--- src/rtl/cos_ci_sequencer.sv ---
// Initiator for the multi-cycle custom-instruction interface of the cosine unit.
// Takes one float32 operand at a time from a valid/ready stream and issues it as a
// start/dataa transaction. It waits for done and returns the result on a valid/ready
// stream. A watchdog aborts a hung transaction and pulses the unit's reset.
module cos_ci_sequencer #(
  parameter int unsigned DATA_W         = 32,
  parameter int unsigned TIMEOUT_CYCLES = 10000,
  parameter int unsigned TMR_W          = 14,
  parameter int unsigned CNT_W          = 16
) (
  input  logic              clk,
  input  logic              aclr,
  input  logic              in_valid,
  output logic              in_ready,
  input  logic [DATA_W-1:0] in_data,
  output logic              out_valid,
  input  logic              out_ready,
  output logic [DATA_W-1:0] out_data,
  output logic              ci_clk_en,
  output logic              ci_reset,
  output logic              ci_start,
  output logic [DATA_W-1:0] ci_dataa,
  input  logic [DATA_W-1:0] ci_result,
  input  logic              ci_done,
  input  logic              err_clr,
  output logic              err_timeout,
  output logic [CNT_W-1:0]  op_count
);

  typedef enum logic [2:0] {StIdle, StIssue, StWait, StHold, StRecover} state_t;

  localparam logic [TMR_W-1:0] WdLast = TMR_W'(TIMEOUT_CYCLES - 1);

  state_t           state;
  logic [TMR_W-1:0] watchdog;
  logic             timeout_hit;

  // Accept only in IDLE, and never while reset is held.
  assign in_ready = (state == StIdle) && !aclr;

  // Watchdog expiry; done in the same cycle wins.
  assign timeout_hit = (state == StWait) && !ci_done && (watchdog == WdLast);

  // Sequencer FSM with all interface outputs registered.
  always_ff @(posedge clk or posedge aclr) begin
    if (aclr) begin
      state       <= StIdle;
      watchdog    <= '0;
      out_valid   <= 1'b0;
      out_data    <= '0;
      ci_clk_en   <= 1'b0;
      ci_reset    <= 1'b0;
      ci_start    <= 1'b0;
      ci_dataa    <= '0;
      err_timeout <= 1'b0;
      op_count    <= '0;
    end else begin
      ci_start <= 1'b0;
      ci_reset <= 1'b0;

      // Sticky error; a new timeout beats a simultaneous clear.
      if (timeout_hit) begin
        err_timeout <= 1'b1;
      end else if (err_clr) begin
        err_timeout <= 1'b0;
      end

      case (state)
        StIdle: begin
          if (in_valid) begin
            ci_dataa  <= in_data;
            ci_start  <= 1'b1;
            ci_clk_en <= 1'b1;
            state     <= StIssue;
          end
        end
        StIssue: begin
          // Done cannot legally arrive in the start cycle, so it is not looked at here.
          watchdog <= '0;
          state    <= StWait;
        end
        StWait: begin
          if (ci_done) begin
            out_data  <= ci_result;
            out_valid <= 1'b1;
            ci_clk_en <= 1'b0;
            state     <= StHold;
          end else if (timeout_hit) begin
            ci_reset  <= 1'b1;
            ci_clk_en <= 1'b0;
            state     <= StRecover;
          end else begin
            watchdog <= watchdog + 1'b1;
          end
        end
        StHold: begin
          if (out_ready) begin
            out_valid <= 1'b0;
            op_count  <= op_count + 1'b1;
            state     <= StIdle;
          end
        end
        StRecover: begin
          state <= StIdle;
        end
        default: begin
          state <= StIdle;
        end
      endcase
    end
  end

endmodule

--- config.mk ---
export PLATFORM = sky130hd
export DESIGN_NAME = cos_ci_sequencer
export DESIGN_NICKNAME = d
export VERILOG_FILES = /design/src/rtl/cos_ci_sequencer.sv
export SDC_FILE = /design/constraint.sdc
export NUM_CORES = 1
export LEC_CHECK = 0
export BUFFER_PORTS_ARGS = -buffer_cell sky130_fd_sc_hd__buf_2
export CAP_MARGIN = 10
export CORE_ASPECT_RATIO = 0.8
export CORE_MARGIN = 8
export CORE_UTILIZATION = 45
export CTS_CLUSTER_SIZE = 25
export DETAILED_ROUTE_END_ITERATION = 8
export PLACE_DENSITY = 0.74
export SYNTH_ARGS = -nofsm -noshare
export SYNTH_HDL_FRONTEND = slang
export SYNTH_SLANG_ARGS = --single-unit
--- constraint.sdc ---
create_clock -name clk -period 5.4 [get_ports clk]
set_input_delay 0.27 -clock clk [delete_from_list [all_inputs] [get_ports clk]]
set_output_delay 0.27 -clock clk [all_outputs]
set_load 0.005 [all_outputs]
==> results.py <==
metrics = {
    "cells_and_area": {
        "area_growth_pct": 30.1,
        "num_antenna_cells": 0,
        "fillCellCount": 738,
        "fin_cells": 586,
        "drive_gt1_share_pct": 52.7,
        "fin_area_um2": 5450,
        "nets": 539,
    },
    "timing": {
        "period_minus_slack_ns": 2.08,
        "rsz0062_at_grt": "no",
        "finalSetupTns_ns": 0,
        "layout_worst_path_cycle_share_pct": 38.5,
        "finalSetupViolCount": 0,
        "drv_slew": 0,
        "hold_violations": 0,
        "skew_ns": 0.00447,
        "worstMarginPinSlew_ns": 0.775,
        "relSlewSlack_pct": 48.4,
        "fmax_mhz": 481,
    },
    "yosys": {
        "synth_most_common_cell": "dfrtp_1",
        "post-synth-top-area-cell": "dfrtp_1",
        "synth_common_cells": "dfrtp_1 (102), mux2_2 (64), xnor2_1 (17)",
        "ys_types": 40,
        "synth_seq_area_share_pct": 61.0,
        "synthFlopType": "dfrtp_1",
        "async_reset_ff_share_pct": 100,
        "syn_inst": 306,
        "synth.area.top_cells": "dfrtp_1 (61%), mux2_2 (17%), xnor2_1 (3.6%), nand4_1 (1.8%), nor2_1 (1.3%)",
        "synth_area_per_cell_um2": 13.7,
        "synthesis.area_um2": 4190,
        "synthDominantCellAreaShare_pct": 61.0,
        "synth_edf_count": 0,
        "synth.net_count": 378,
        "yosysWarnings": 0,
        "ys_seq_elements": 102,
    },
    "clock_network": {
        "clk_pin_slew_ns": 0.07,
        "clock_path_buffers": 2,
        "tritoncts": "yes",
        "cts-root-buf": "clkbuf_16",
        "clk_latency_ns": 0.33,
        "cts.sinks": 102,
        "holdBufCountCts": 1,
        "numCtsBuffers": 9,
        "htreeDepth": 3,
        "cts_setup_buffers": 0,
        "postCtsResizedCells": 0,
    },
    "drt": {
        "drtAntennaViolNets": 0,
        "wl_per_cell_um": 16.2,
        "drc": 0,
        "via_count": 2982,
        "drtIter0Drc": 147,
        "wirelength_mm": 9.51,
        "viasPerCell": 5.09,
        "drt_pass1_iterations": 4,
    },
    "grt": {
        "grtUsageTotal_pct": 15.5,
        "grt_max_degree": 65,
        "antenna_found_initial": 0,
        "grt_pass1_vias": 3234,
        "gr-total-overflow": 0,
        "grt_pass1_wl_mm": 15.6,
    },
    "placed_design": {
        "place_inst": 570,
        "dpl-instance-area_um2": 5100,
        "hpwl_mm": 7.43,
        "port-buffer-count": 155,
        "gp_congestion": 0.845,
    },
    "power": {
        "peakVddDrop_mv": 0.323,
        "finalPower_w": 0.00281,
        "p_leak_nw": 2.65,
        "powerDensity_nw_per_um2": 516,
    },
    "flow_run": {
        "cap_violations": 0,
    },
    "die": {
        "fp-row-count": 31,
        "design.core.area_um2": 9040,
        "pin_count": 156,
        "die_y_um": 102,
        "dieArea_um2": 12700,
        "start_util_pct": 46.3,
        "dieWidth_um": 124,
    },
    "worst_setup_path": {
        "critical_path_class": "reg -> reg",
        "worstPathArrival_ns": 2.29,
        "crit_fanout": 14,
        "worstSetupStartpointType": "flip-flop",
        "worstSetupEndpointType": "flip-flop",
        "required_ns": 5.62,
    },
    "worst_hold_path": {
        "hp-class": "in -> reg",
    },
    "status": {
        "status": "completed",
    },
}
-- critical path, stage by stage, from the launching register on --
cell and delay (ns):
dfrtp_1 0.57, or4b_4 0.65, or4_1 0.56, nand3_1 0.11
o21ai_1 0.06
-- report_power, final --
group          total, W  switching [W]  internal, W
sequential      0.00123       0.000180      0.00105
combinational  0.000863       0.000359     0.000504
clock          0.000719       0.000266     0.000453
total           0.00281       0.000805      0.00201
-- cells by family (layout without fill, tap and decap cells) --
kind of cell	count (synthesis)	after routing	synth area share, %
AOI/OAI and AO/OA	19	19	2.78
xor gates and xnor gates	21	21	4.39
muxes	67	67	17.9
DFF	102	102	61.0
and+or+nand+nor	81	81	11.9
adders and majority gates	2	2	0.597
buffers and inverters	14	179	1.43
-- final timing paths --
check / end / cells after the start / from / slack, ns
min in group asynchronous: ci_clk_en / 3 / aclr / 0.53
max in group asynchronous: ci_dataa[9] / 4 / aclr / 3.72
worst max-delay path: watchdog[12] / 4 / state[0] / 3.32
worst min register to register: out_valid / 1 / out_valid / 0.47
worst min-delay path: out_data[16] / 2 / ci_result[16] / 0.17
worst max register to register: watchdog[12] / 4 / state[0] / 3.32
-- state kept, by name, indices dropped and copies added (netlist names) --
name	flops
ci_clk_en	1
ci_dataa	32
ci_reset	1
ci_start	1
err_timeout	1
op_count	16
out_data	32
out_valid	1
state	3
watchdog	14
-- through the flow --
| step | hold slack, ns | util [%] | setup slack [ns] |
|---|---|---|---|
| after floorplan | 0.422 | - | 2.45 |
| after global placement | 0.343 | 56.5 | 3.37 |
| after detailed placement | 0.353 | 56.5 | 3.33 |
| after CTS | 0.151 | 60.3 | 3.32 |
| after global routing | 0.151 | 60.3 | 3.21 |
| final | 0.165 | 60.3 | 3.32 |
-- cell type report --
class,instances,area [µm²],area share (%)
clock inverter,5,108,1.97
sequential,102,2550,46.8
multi-input combinational,190,1590,29.1
tap,115,144,2.64
clock buffer,10,229,4.20
timing repair buffer,159,808,14.8
inverter,5,21.3,0.390
-- cells in the final DEF, fill, tap and decap left out, drive strengths merged, types with 7 or more instances in the layout --
cell type	count
a21oi	7
buf	158
clkbuf	10
dfrtp	102
mux2	64
nand2	12
nand3	11
nand4	12
nor2	15
xnor2	17
-- per-layer routing --
layer  wire (µm)  vias up  share of wire, %  GRT usage, %
met4          81        0              0.85          4.62
met5           0        -                 0             0
met1        3880     1421                41          19.0
met3        1520        8                16          8.45
li1            -     1416                 -             -
met2        4030      137                42          23.1
Note: power is estimated with default switching activity, not from simulation.
